`src/rtl/proc_pkg.sv`:
```
// Shared processor-block package.
// Holds the FSM state encoding used by the sequential divider and the
// default operand width used by div and div_step.
package proc_pkg;

    localparam int DEFAULT_N_BIT = 4;

    typedef enum logic [1:0] {
        IDLE = 2'd0,
        CALC = 2'd1,
        DONE = 2'd2
    } state_t;

endpackage

```
`src/rtl/div_step.sv`:
```
// One restoring shift-subtract step of the divider.
// The partial remainder is shifted left and the next dividend bit enters at
// the bottom. If the divisor fits, it is subtracted and the quotient bit is 1.
// Otherwise the shifted value is kept (restored) and the quotient bit is 0.
//
// Ports:
//   rem_in   [N_BIT-1:0]  partial remainder before this step (always < divisor)
//   divisor  [N_BIT-1:0]  divisor magnitude
//   dvd_bit               next dividend bit, MSB first
//   rem_out  [N_BIT-1:0]  partial remainder after this step
//   q_bit                 quotient bit produced by this step
module div_step
    import proc_pkg::*;
#(
    parameter int N_BIT = DEFAULT_N_BIT
) (
    input  logic [N_BIT-1:0] rem_in,
    input  logic [N_BIT-1:0] divisor,
    input  logic             dvd_bit,
    output logic [N_BIT-1:0] rem_out,
    output logic             q_bit
);

    logic [N_BIT:0] shifted;

    always_comb begin
        shifted = {rem_in, dvd_bit};
        q_bit   = (shifted >= {1'b0, divisor});
        // The true difference is below the divisor, so N_BIT-bit modular
        // subtraction is exact even when shifted has its top bit set.
        rem_out = q_bit ? (shifted[N_BIT-1:0] - divisor) : shifted[N_BIT-1:0];
    end

endmodule

```
`src/rtl/div.sv`:
```
// Sequential restoring divider, one quotient bit per clock.
//
//   state | meaning
//   IDLE  | waiting for start; outputs hold the last result
//   CALC  | N_BIT shift-subtract steps on operand magnitudes, busy=1
//   DONE  | one cycle: results updated, valid=1; start may be accepted here
//
// Optional feature: define DIV_SIGNED_EN to enable two's-complement signed
// division selected by div_type. Without it div_type is ignored and all
// operands are treated as unsigned. The sign-correction logic is not built.
//
// Ports:
//   clk                      clock, rising edge
//   rst                      synchronous active-high reset
//   start                    division request, accepted when busy=0
//   A, B        [N_BIT-1:0]  dividend, divisor (latched on accepted start)
//   div_type                 0 unsigned, 1 signed (only with DIV_SIGNED_EN)
//   busy                     high in CALC
//   valid                    one-cycle pulse in DONE
//   quotient    [RES_SIZE-1:0]
//   remainder   [RES_SIZE-1:0]
//   div_by_zero              last result had B=0
module div
    import proc_pkg::*;
#(
    parameter int N_BIT    = DEFAULT_N_BIT,
    parameter int RES_SIZE = N_BIT
) (
    input  logic                clk,
    input  logic                rst,
    input  logic                start,
    input  logic [N_BIT-1:0]    A,
    input  logic [N_BIT-1:0]    B,
    input  logic                div_type,
    output logic                busy,
    output logic                valid,
    output logic [RES_SIZE-1:0] quotient,
    output logic [RES_SIZE-1:0] remainder,
    output logic                div_by_zero
);

    localparam int CW = $clog2(N_BIT + 1);
    localparam logic [N_BIT-1:0] ONE_N = N_BIT'(1);
    // Bits above the N_BIT result, used for sign extension into RES_SIZE.
    localparam logic [RES_SIZE-1:0] HI_MASK = ~RES_SIZE'({N_BIT{1'b1}});

    state_t            state;
    logic [N_BIT-1:0]  a_lat;
    logic [N_BIT-1:0]  dvd_sh;
    logic [N_BIT-1:0]  dvs;
    logic [N_BIT-1:0]  rem_r;
    logic [N_BIT-1:0]  q_sh;
    logic [CW-1:0]     cnt;
    logic              b_zero;

    logic [N_BIT-1:0]  a_mag;
    logic [N_BIT-1:0]  b_mag;
    logic [N_BIT-1:0]  step_rem;
    logic              step_q;
    logic [N_BIT-1:0]  q_fin;
    logic [N_BIT-1:0]  q_n;
    logic [N_BIT-1:0]  r_n;
    logic [RES_SIZE-1:0] q_res;
    logic [RES_SIZE-1:0] r_res;
    logic [RES_SIZE-1:0] a_res;

`ifdef DIV_SIGNED_EN
    logic signed_lat;
    logic neg_q;
    logic neg_r;
    logic a_neg;
    logic b_neg;
`else
    logic unused_div_type;
    assign unused_div_type = div_type;
`endif

    assign busy = (state == CALC);

    // Operand magnitudes taken straight from the inputs; latched on accept.
    always_comb begin
`ifdef DIV_SIGNED_EN
        a_neg = div_type & A[N_BIT-1];
        b_neg = div_type & B[N_BIT-1];
        a_mag = a_neg ? (~A + ONE_N) : A;
        b_mag = b_neg ? (~B + ONE_N) : B;
`else
        a_mag = A;
        b_mag = B;
`endif
    end

    div_step #(
        .N_BIT (N_BIT)
    ) u_step (
        .rem_in  (rem_r),
        .divisor (dvs),
        .dvd_bit (dvd_sh[N_BIT-1]),
        .rem_out (step_rem),
        .q_bit   (step_q)
    );

    assign q_fin = {q_sh[N_BIT-2:0], step_q};

    // Final result as it will be registered on entry to DONE. Only
    // meaningful on the last CALC cycle.
    always_comb begin
        q_n = q_fin;
        r_n = step_rem;
`ifdef DIV_SIGNED_EN
        if (neg_q) q_n = ~q_fin + ONE_N;
        if (neg_r) r_n = ~step_rem + ONE_N;
`endif
        q_res = RES_SIZE'(q_n);
        r_res = RES_SIZE'(r_n);
        a_res = RES_SIZE'(a_lat);
`ifdef DIV_SIGNED_EN
        if (signed_lat && q_n[N_BIT-1])   q_res = q_res | HI_MASK;
        if (signed_lat && r_n[N_BIT-1])   r_res = r_res | HI_MASK;
        if (signed_lat && a_lat[N_BIT-1]) a_res = a_res | HI_MASK;
`endif
        // Divide by zero: the restoring loop would already give all-ones
        // over the magnitude, but sign correction and the remainder must
        // not apply, so both are overridden here.
        if (b_zero) begin
            q_res = '1;
            r_res = a_res;
        end
    end

    always_ff @(posedge clk) begin
        if (rst) begin
            state       <= IDLE;
            valid       <= 1'b0;
            quotient    <= '0;
            remainder   <= '0;
            div_by_zero <= 1'b0;
            a_lat       <= '0;
            dvd_sh      <= '0;
            dvs         <= '0;
            rem_r       <= '0;
            q_sh        <= '0;
            cnt         <= '0;
            b_zero      <= 1'b0;
`ifdef DIV_SIGNED_EN
            signed_lat  <= 1'b0;
            neg_q       <= 1'b0;
            neg_r       <= 1'b0;
`endif
        end else begin
            valid <= 1'b0;
            case (state)
                IDLE, DONE: begin
                    if (start) begin
                        state  <= CALC;
                        a_lat  <= A;
                        dvd_sh <= a_mag;
                        dvs    <= b_mag;
                        rem_r  <= '0;
                        b_zero <= (B == '0);
                        cnt    <= CW'(N_BIT - 1);
`ifdef DIV_SIGNED_EN
                        signed_lat <= div_type;
                        neg_q      <= a_neg ^ b_neg;
                        neg_r      <= a_neg;
`endif
                    end else begin
                        state <= IDLE;
                    end
                end
                CALC: begin
                    rem_r  <= step_rem;
                    q_sh   <= q_fin;
                    dvd_sh <= {dvd_sh[N_BIT-2:0], 1'b0};
                    if (cnt == '0) begin
                        state       <= DONE;
                        valid       <= 1'b1;
                        quotient    <= q_res;
                        remainder   <= r_res;
                        div_by_zero <= b_zero;
                    end else begin
                        cnt <= cnt - CW'(1);
                    end
                end
                default: state <= IDLE;
            endcase
        end
    end

endmodule

```
`config.mk`:
```
export PLATFORM = sky130hd
export DESIGN_NAME = div
export DESIGN_NICKNAME = d
export VERILOG_FILES = /design/src/rtl/proc_pkg.sv /design/src/rtl/div_step.sv /design/src/rtl/div.sv
export SDC_FILE = /design/constraint.sdc
export NUM_CORES = 1
export LEC_CHECK = 0
export CAP_MARGIN = 20
export CELL_PAD_IN_SITES_DETAIL_PLACEMENT = 0
export CELL_PAD_IN_SITES_GLOBAL_PLACEMENT = 1
export CORE_UTILIZATION = 40
export CTS_CLUSTER_DIAMETER = 150
export DETAILED_ROUTE_END_ITERATION = 10
export DONT_BUFFER_PORTS = 1
export MAX_ROUTING_LAYER = met4
export PLACE_DENSITY = 0.68
export SYNTH_ARGS = -nofsm -noshare
export SYNTH_HDL_FRONTEND = slang
export SYNTH_HIERARCHICAL = 1
export SYNTH_SLANG_ARGS = --single-unit
```
`constraint.sdc`:
```
create_clock -name clk -period 1.7 [get_ports clk]
set_input_delay 0.085 -clock clk [delete_from_list [all_inputs] [get_ports clk]]
set_output_delay 0.085 -clock clk [all_outputs]
set_load 0.005 [all_outputs]
```
==> results.env, run 1 <==
ANT_NETS=0
DETAIL_ROUTE.WIRELENGTH.MET1_MM=1.67
FIRSTDRTPASSITERS=4
REGTOREGSTARTPOINT='rem_r[1]$_SDFFE_PP0P_'
WHS_ENDPOINT='rem_r[0]$_SDFFE_PP0P_'
SYNTHTOLAYOUTAREAGROWTH_PCT=22.5
FINALSETUPVIOLATIONS=1
WORST_IR_DROP_VDD_mV=0.627
INSTANCES_NO_FILL=249
SYNTH_FLOP_TYPE='sky130_fd_sc_hd__dfxtp_1'
CP_DATA_ARRIVAL_TIME_NS=1.92
FINAL_HOLD_VIOLATION_COUNT=0
FINALHOLDWORSTSLACK_NS=0.0568
CTSHTREEMAXLEVEL=2
YOSYS.AREA.TOP_TYPE_SHARE_PCT=43.8
NUMPLACEDINSTANCES=230
CRITPATHKIND='reg -> reg'
INITIAL_CORE_UTIL_PCT=42.8
SYNTH.LARGEST_AREA_CELL='sky130_fd_sc_hd__dfxtp_1'
CAPTURING_ELEMENT_TYPE_OF_THE_CRITICAL_PATH='register'
DRV_SLEW=0
WORSTREG2REGEND='remainder[0]$_SDFFE_PP0P_'
FIRST_GLOBAL_VIAS=1243
NUMBER_OF_FLOPS_MAPPED_TO_ENABLE_CELLS_BY_YOSYS=0
ACHIEVABLE-FREQUENCY_GHz=0.580
WORST_ENDPOINT_REQUIRED_TIME_NS=1.89
SYNTH.TOP_CELLS.BY_COUNT='35 x sky130_fd_sc_hd__dfxtp_1, 32 x sky130_fd_sc_hd__nand2_1, 22 x sky130_fd_sc_hd__a21oi_1'
GRT_START_MAX_NET_PINS=36
FLOORPLAN.ROWS=22
MAIN_AREA_CONTRIBUTORS_AFTER_SYNTHESIS='sky130_fd_sc_hd__dfxtp_1 44%, sky130_fd_sc_hd__nand2_1 7.5%, sky130_fd_sc_hd__a21oi_1 6.9%'
ROUTED-VIA-COUNT=1285
DETAIL_ROUTE.WIRELENGTH_MM=3.47
REMAINING_DRC_ERRORS=0
SYNTHDISTINCTLIBCELLS=36
CLOCK_INSERTION_DELAY_WORST_SKEW_NS=0.28
TOP_SIGNAL_LAYER_USED='met4'
ROUTEDWLPERCELL_UM=13.9
PLACE_CONGESTION=0.837
DIE_W_UM=65.3
DPL-INSTANCE-AREA_MM2=0.00165
MIN-DELAY-START='rst'
WORST_CLOCK_SKEW_NS=0.00284
SYN_AREA_MM2=0.00160
IOPINCOUNT=23
FINAL.SETUP.WORST_SLACK_NS=-0.0230
MET2ROUTEDLENGTH_MM=1.57
TYPE_OF_THE_WORST_MIN_DELAY_PATH='in -> reg'
ANTENNA-DIODE-COUNT=0
FINISH.UTILIZATION_PCT=52.4
DP.FINAL_HPWL_MM=2.22
POST-SYNTH-TOP-COUNT-CELL='sky130_fd_sc_hd__dfxtp_1'
CTS_TREE='built'
SYNTH.AVG_CELL_AREA_UM2=8.66
GRT_SETUP_UNREPAIRED='true'
SEQ_AREA_FRAC_SYNTH_PCT=43.8
CTSROOTBUFFERMASTER='sky130_fd_sc_hd__clkbuf_8'
HOLD_PATH_DEPTH=2
VIOLATIONS='negative setup slack'
CORE_AREA_MM2=0.00374
CAP_VIOLATIONS=0
GRT_FIRST_PASS_WIRELENGTH_MM=5.73
AVGVIACOUNTPERCELL=5.16
FINAL_AREA_MM2=0.00196
SYNTH.FF_LATCH_COUNT=35
WORST-SLEW-PIN-TRANSITION_NS=0.458
LAYOUT_WORST_PATH_CYCLE_SHARE_PCT=101
STARTPOINT_KIND_OF_THE_WORST_SETUP_TIMING_PATH='register'
LEAKAGEPOWER_nW=0.697
INITIALDRTVIOLATIONCOUNT=73
RR_WORST_DEPTH=7
GRT_USAGE_PCT=18.5
FP.DIEAREA_MM2=0.00426
GRT_ANTENNA_BEFORE_REPAIR=0
TIMING.MAX_SLEW.REL_SLACK_PCT=69.4
PORTBUFFERS=0
POST_SYNTH_INST_COUNT=185
ASYNC_RESET_FF_SHARE_PCT=0
FF2FF_SETUP_SLACK_NS=-0.02
NUMBER_OF_NETS_IN_THE_FINAL_LAYOUT=219
CP_MAX_FO=4
YOSYSWARNINGS=6
MET3_LENGTH_UM=172
CLOCK_SINK_COUNT=35
POWER_DENSITY_CELLS_mW_PER_MM2=1030
NUMBER_OF_BUFFERS_ADDED_BY_THE_CLOCK_TREE_SYNTHESIS_STEP=5
FINALWORSTPATHREQUIREDPERIOD_NS=1.72
CTS.CLK_SLEW.WORST_PATHS_NS=0.06
RUN_STATUS='finished with violations'
OVERALL_OVERFLOW_REMAINING_AFTER_GLOBAL_ROUTE=0
FLOORPLAN.DIE.HEIGHT_UM=65.3
POST_ROUTE_CELLS_DRIVE_ABOVE_1_SHARE_PCT=25.9
CLOCKBUFFERDEPTH=2
SYNTH.NET_COUNT=204
## cells in the final DEF, fill, tap and decap left out, types with 3 or more instances in the layout
cell	Yosys	layout
sky130_fd_sc_hd__dfxtp_1	35	27
sky130_fd_sc_hd__nor3_1	4	3
sky130_fd_sc_hd__nor2_1	15	14
sky130_fd_sc_hd__nand2_1	32	31
sky130_fd_sc_hd__buf_4	3	10
sky130_fd_sc_hd__inv_1	8	5
sky130_fd_sc_hd__ha_4	0	4
sky130_fd_sc_hd__inv_2	1	4
sky130_fd_sc_hd__mux2i_1	6	4
sky130_fd_sc_hd__nor2_2	2	3
sky130_fd_sc_hd__dfxtp_2	0	8
sky130_fd_sc_hd__a211oi_1	8	8
sky130_fd_sc_hd__a31oi_1	4	4
sky130_fd_sc_hd__clkbuf_8	0	7
sky130_fd_sc_hd__dlygate4sd3_1	0	9
sky130_fd_sc_hd__nand3_1	8	8
sky130_fd_sc_hd__nand2b_1	5	4
sky130_fd_sc_hd__a21oi_1	22	21
## worst max path at each step
stage	startpoint	to	slack (ns)	depth (start not counted)
2_1_floorplan	dvs[2]$_SDFFE_PP0P_	remainder[2]$_SDFFE_PP0P_	0.05	8
3_3_place_gp	dvs[2]$_SDFFE_PP0P_	remainder[0]$_SDFFE_PP0P_	-0.03	8
3_5_place_dp	dvs[2]$_SDFFE_PP0P_	remainder[0]$_SDFFE_PP0P_	-0.07	8
4_1_cts	dvd_sh[3]$_SDFFE_PP0P_	remainder[0]$_SDFFE_PP0P_	0.002	8
5_1_grt	dvs[3]$_SDFFE_PP0P_	remainder[0]$_SDFFE_PP0P_	-0.12	8
6_report	rem_r[1]$_SDFFE_PP0P_	remainder[0]$_SDFFE_PP0P_	-0.02	7
## power by group
part           total (W)  switching [W]  internal (W)
Sequential      0.000921      0.0000409      0.000880
Combinational   0.000449       0.000238      0.000211
Clock           0.000648       0.000278      0.000369
Total            0.00202       0.000558       0.00146
## routing by layer
layer  global-route usage [%]  up-vias
li1                         -      660
met1                     22.6      593
met2                     28.4       25
met3                     5.21        7
met4                     8.15        0
met5                        -        -
## worst max-delay path: stages, from the launching register on
cell and delay (ns):
sky130_fd_sc_hd__dfxtp_2 0.35, sky130_fd_sc_hd__ha_4 0.26, sky130_fd_sc_hd__nand4_1 0.11, sky130_fd_sc_hd__nand2_2 0.09, sky130_fd_sc_hd__nor2_4 0.19, sky130_fd_sc_hd__mux2i_2 0.26, sky130_fd_sc_hd__mux2i_1 0.12, sky130_fd_sc_hd__a211oi_1 0.25
## stage by stage
step | TNS [ns] | total power [W] | worst slack (ns)
global route | -0.274 | 0.00213 | -0.117
global placement | -0.0522 | 0.00128 | -0.0278
finish | -0.0230 | 0.00202 | -0.0230
CTS | 0 | 0.00201 | 0.00167
detailed placement | -0.187 | 0.00129 | -0.0659
floorplan | 0 | 0.00122 | 0.0482
## kinds of logic (layout without fill, tap and decap cells)
logic type      Yosys count  after routing  synth area share (%)
buf+inv                  21             37                  7.34
xor+xnor                  1              1                 0.547
mux                       7              7                  4.69
simple gates             74             74                  21.8
flops                    35             35                  43.7
fa+ha+maj                 7              7                  5.94
compound gates           40             40                  15.9
## final cells by class
cell class / instances / area [um^2]
clock buffer: 8 / 100
fill: 370 / 1780
inverter: 9 / 33.8
multi-input combinational: 129 / 872
sequential: 35 / 711
tap: 48 / 60.1
timing repair buffer: 20 / 185
## sequential cells by signal, indices dropped and copies added, names as in the netlist
register / cells
cnt: 3
quotient: 4
a_lat: 4
state: 2
rem_r: 4
remainder: 4
dvs: 4
q_sh: 3
dvd_sh: 4
valid: 1
b_zero: 1
div_by_zero: 1
## timing repair
action	in CTS	in global routing
hold endpoints to repair	35	0
setup endpoints to repair	4	5
hold buffers	10	0
resized for setup	9	16
pin swaps	5	7
cloned	0	0
buffers inserted	1	0
Power figures use the tool's default switching activity.
==> run 2, diff against run 1 <==
--- a/config.mk
+++ b/config.mk
@@ -8,6 +8,7 @@
 export CAP_MARGIN = 20
 export CELL_PAD_IN_SITES_DETAIL_PLACEMENT = 0
 export CELL_PAD_IN_SITES_GLOBAL_PLACEMENT = 1
+export CORE_ASPECT_RATIO = 0.7
 export CORE_UTILIZATION = 40
 export CTS_CLUSTER_DIAMETER = 150
 export DETAILED_ROUTE_END_ITERATION = 10
==> run 2 against run 1 <==
The flow now finishes without violations. Largest cell class unchanged. Clock skew grew 0.0027 ns. Combinational power shrank 2%. First-iteration DRC count shrank 29%. Critical path type unchanged. Worst hold slack lost 0.052 ns. Clock-buffer cell count is the same. Global-route usage shrank 0.47 points. Sequential power is essentially flat. Clock power is essentially flat. Cell count is the same.
==> results.env, run 2 (same netlist as run 1, synthesis figures left out) <==
FINAL_HOLD_VIOLATION_COUNT=0  # unchanged
FLOORPLAN.ROWS=18  # was 22
LAYOUT_WORST_PATH_CYCLE_SHARE_PCT=98.1  # was 101%
SETUP_TNS_NS=0  # was -0.0230 ns
TIMING.CRITICAL_PATH.BUF_INV=1  # was 0
CTS_TREE='built'  # unchanged
REMAINING_DRC_ERRORS=0  # unchanged
POST_ROUTE_CELLS_DRIVE_ABOVE_1_SHARE_PCT=25.6  # was 25.9%
WORST_CLOCK_SKEW_NS=0.00553  # was 0.00284 ns
AVGVIACOUNTPERCELL=5.04  # was 5.16
CTS.CLK_SLEW.WORST_PATHS_NS=0.07  # was 0.06 ns
CRITICAL_PATH.MAX_STAGE_DELAY_NS=0.33  # was 0.35 ns
GLOBAL_ROUTE_MET3_USAGE_PCT=5.90  # was 5.21%
INITIALDRTVIOLATIONCOUNT=52  # was 73
DP.FINAL_HPWL_MM=2.32  # was 2.22 mm
NUMBER_OF_BUFFERS_ADDED_BY_THE_CLOCK_TREE_SYNTHESIS_STEP=5  # unchanged
OVERALL_OVERFLOW_REMAINING_AFTER_GLOBAL_ROUTE=0  # unchanged
WORST-SLEW-PIN-TRANSITION_NS=0.511  # was 0.458 ns
PLACE_CONGESTION=0.765  # was 0.837
GLOBALROUTE.BUSIESTLAYER='met2'  # unchanged
NUMBER_OF_NETS_IN_THE_FINAL_LAYOUT=217  # was 219
STARTPOINT_KIND_OF_THE_WORST_SETUP_TIMING_PATH='register'  # unchanged
ROUTED-VIA-COUNT=1256  # was 1285
CORE_AREA_MM2=0.00367  # was 0.00374 mm^2
GRT_ANTENNA_BEFORE_REPAIR=0  # unchanged
LEAKAGEPOWER_nW=0.690  # was 0.697 nW
TOTAL_POWER_W=0.00200  # was 0.00202 W
GRT_START_MAX_NET_PINS=36  # unchanged
SYNTHTOLAYOUTAREAGROWTH_PCT=21.3  # was 22.5%
CAPTURING_ELEMENT_TYPE_OF_THE_CRITICAL_PATH='register'  # unchanged
CRITPATHKIND='reg -> reg'  # unchanged
CLOCK_SINK_COUNT=35  # unchanged
POWER_DENSITY_CELLS_mW_PER_MM2=1030  # about the same
GRT_USAGE_PCT=18.0  # was 18.5%
CLOCKBUFFERDEPTH=2  # unchanged
LAYOUT_COMMONEST_CELL='sky130_fd_sc_hd__nand2_1'  # unchanged
FP.DIEAREA_MM2=0.00426  # about the same
DRV_SLEW=0  # unchanged
TIMING.MAX_SLEW.REL_SLACK_PCT=65.9  # was 69.4%
USE_MET2_PCT=28.3  # was 28.4%
GRT_SETUP_UNREPAIRED='true'  # unchanged
FLOORPLAN.DIE.HEIGHT_UM=54.9  # was 65.3 um
INITIAL_CORE_UTIL_PCT=43.6  # was 42.8%
CTSROOTBUFFERMASTER='sky130_fd_sc_hd__clkbuf_8'  # unchanged
TYPE_OF_THE_WORST_MIN_DELAY_PATH='in -> reg'  # unchanged
ANTENNA-DIODE-COUNT=0  # unchanged
FINAL_CELL_MIX='32 x sky130_fd_sc_hd__nand2_1, 27 x sky130_fd_sc_hd__dfxtp_1, 22 x sky130_fd_sc_hd__a21oi_1, 15 x sky130_fd_sc_hd__nor2_1, 11 x sky130_fd_sc_hd__buf_4'  # was 31 x sky130_fd_sc_hd__nand2_1, 27 x sky130_fd_sc_hd__dfxtp_1, 21 x sky130_fd_sc_hd__a21oi_1, 14 x sky130_fd_sc_hd__nor2_1, 10 x sky130_fd_sc_hd__buf_4
RUN_STATUS='finished, final reports clean'  # was finished with violations
DIE_W_UM=77.6  # was 65.3 um
PORTBUFFERS=0  # unchanged
USE_MET1_PCT=22.7  # was 22.6%
DETAIL_ROUTE.WIRELENGTH_MM=3.37  # was 3.47 mm
FINALHOLDWORSTSLACK_NS=0.00465  # was 0.0568 ns
CRIT_PATH_TOP_DELAY_CELL='sky130_fd_sc_hd__dfxtp_2'  # unchanged
FINALWORSTPATHREQUIREDPERIOD_NS=1.67  # was 1.72 ns
FF2FF_SETUP_SLACK_NS=0.03  # was -0.02 ns
GRT_FIRST_PASS_WIRELENGTH_MM=5.57  # was 5.73 mm
ACHIEVABLE-FREQUENCY_GHz=0.600  # was 0.580 GHz
CRITICAL_PATH.CELL_CHAIN='inv_2 > ha_4 > nand4_1 > nand2_2 > nor2_4 > mux2_4 > mux2i_2 > a211oi_1'  # was ha_4 > nand4_1 > nand2_2 > nor2_4 > mux2i_2 > mux2i_1 > a211oi_1
FINALSETUPVIOLATIONS=0  # was 1
ANT_NETS=0  # unchanged
CP_DATA_ARRIVAL_TIME_NS=1.83  # was 1.92 ns
ROUTEDWLPERCELL_UM=13.5  # was 13.9 um
WORST_ENDPOINT_REQUIRED_TIME_NS=1.86  # was 1.89 ns
CRITPATHTOPFAMILY='multiplexers'  # was simple AND/OR/NAND/NOR gates
CAP_VIOLATIONS=0  # unchanged
CP_MAX_FO=4  # unchanged
CLOCK_INSERTION_DELAY_WORST_SKEW_NS=0.28  # about the same
FIRSTDRTPASSITERS=4  # unchanged
WORST_IR_DROP_VDD_mV=0.555  # was 0.627 mV
FIRST_GLOBAL_VIAS=1164  # was 1243
IOPINCOUNT=23  # unchanged
CTSHTREEMAXLEVEL=2  # unchanged
[run 2: through the flow]
step	setup slack (ns)	util (%)	instance area (um^2)	std cells
final	0.0322	52.9	1940	249
after global routing	-0.0393	52.9	1940	249
after CTS	0.00816	51.8	1900	248
after detailed placement	-0.0830	44.9	1650	232
after global placement	-0.0203	44.9	1650	232
after floorplan	0.0482	-	1600	185
[run 2: layer usage]
layer	share of wire (%)	routed length (um)
met4	0.50	17
met5	0	0
met3	5.0	170
met2	43	1450
met1	51	1730
[run 2: layout make-up]
| class | count | area (um^2) |
|---|---|---|
| well taps | 50 | 62.6 |
| repair buffers | 18 | 163 |
| fillers | 340 | 1730 |
| flip-flops and latches | 35 | 711 |
| clock buffers | 8 | 100 |
| inverters | 9 | 33.8 |
| multi-input cells | 129 | 873 |
[run 2: worst min-delay path: cells and delay by family]
| kind | cells | cell delay [ns] |
|---|---|---|
| AOI/OAI and AO/OA | 1 | 0.06 |
| and+or+nand+nor | 2 | 0.08 |
[run 2: timing repair]
| item | CTS | global route |
|---|---|---|
| resized for setup | 11 | 12 |
| endpoints found under the setup margin | 4 | 6 |
| hold buffers | 7 | 0 |
| endpoints found under the hold margin | 35 | 0 |
| pin swaps | 3 | 4 |
| setup buffers | 1 | 1 |
[run 2: worst paths after layout]
path	start	end	cells after the start
worst max register to register	dvs[2]$_SDFFE_PP0P_	remainder[2]$_SDFFE_PP0P_	8
worst max-delay path	dvs[2]$_SDFFE_PP0P_	remainder[2]$_SDFFE_PP0P_	8
worst min-delay path	B[3]	b_zero$_SDFFE_PP0P_	3
worst min register to register	q_sh[2]$_SDFFE_PP0N_	q_sh[2]$_SDFFE_PP0N_	2
[run 2: where the power goes]
group          switching (W)  internal, W  leakage (nW)
registers          0.0000416     0.000880         0.290
logic               0.000235     0.000202         0.349
clock network       0.000276     0.000370        0.0515
total               0.000553      0.00145         0.690
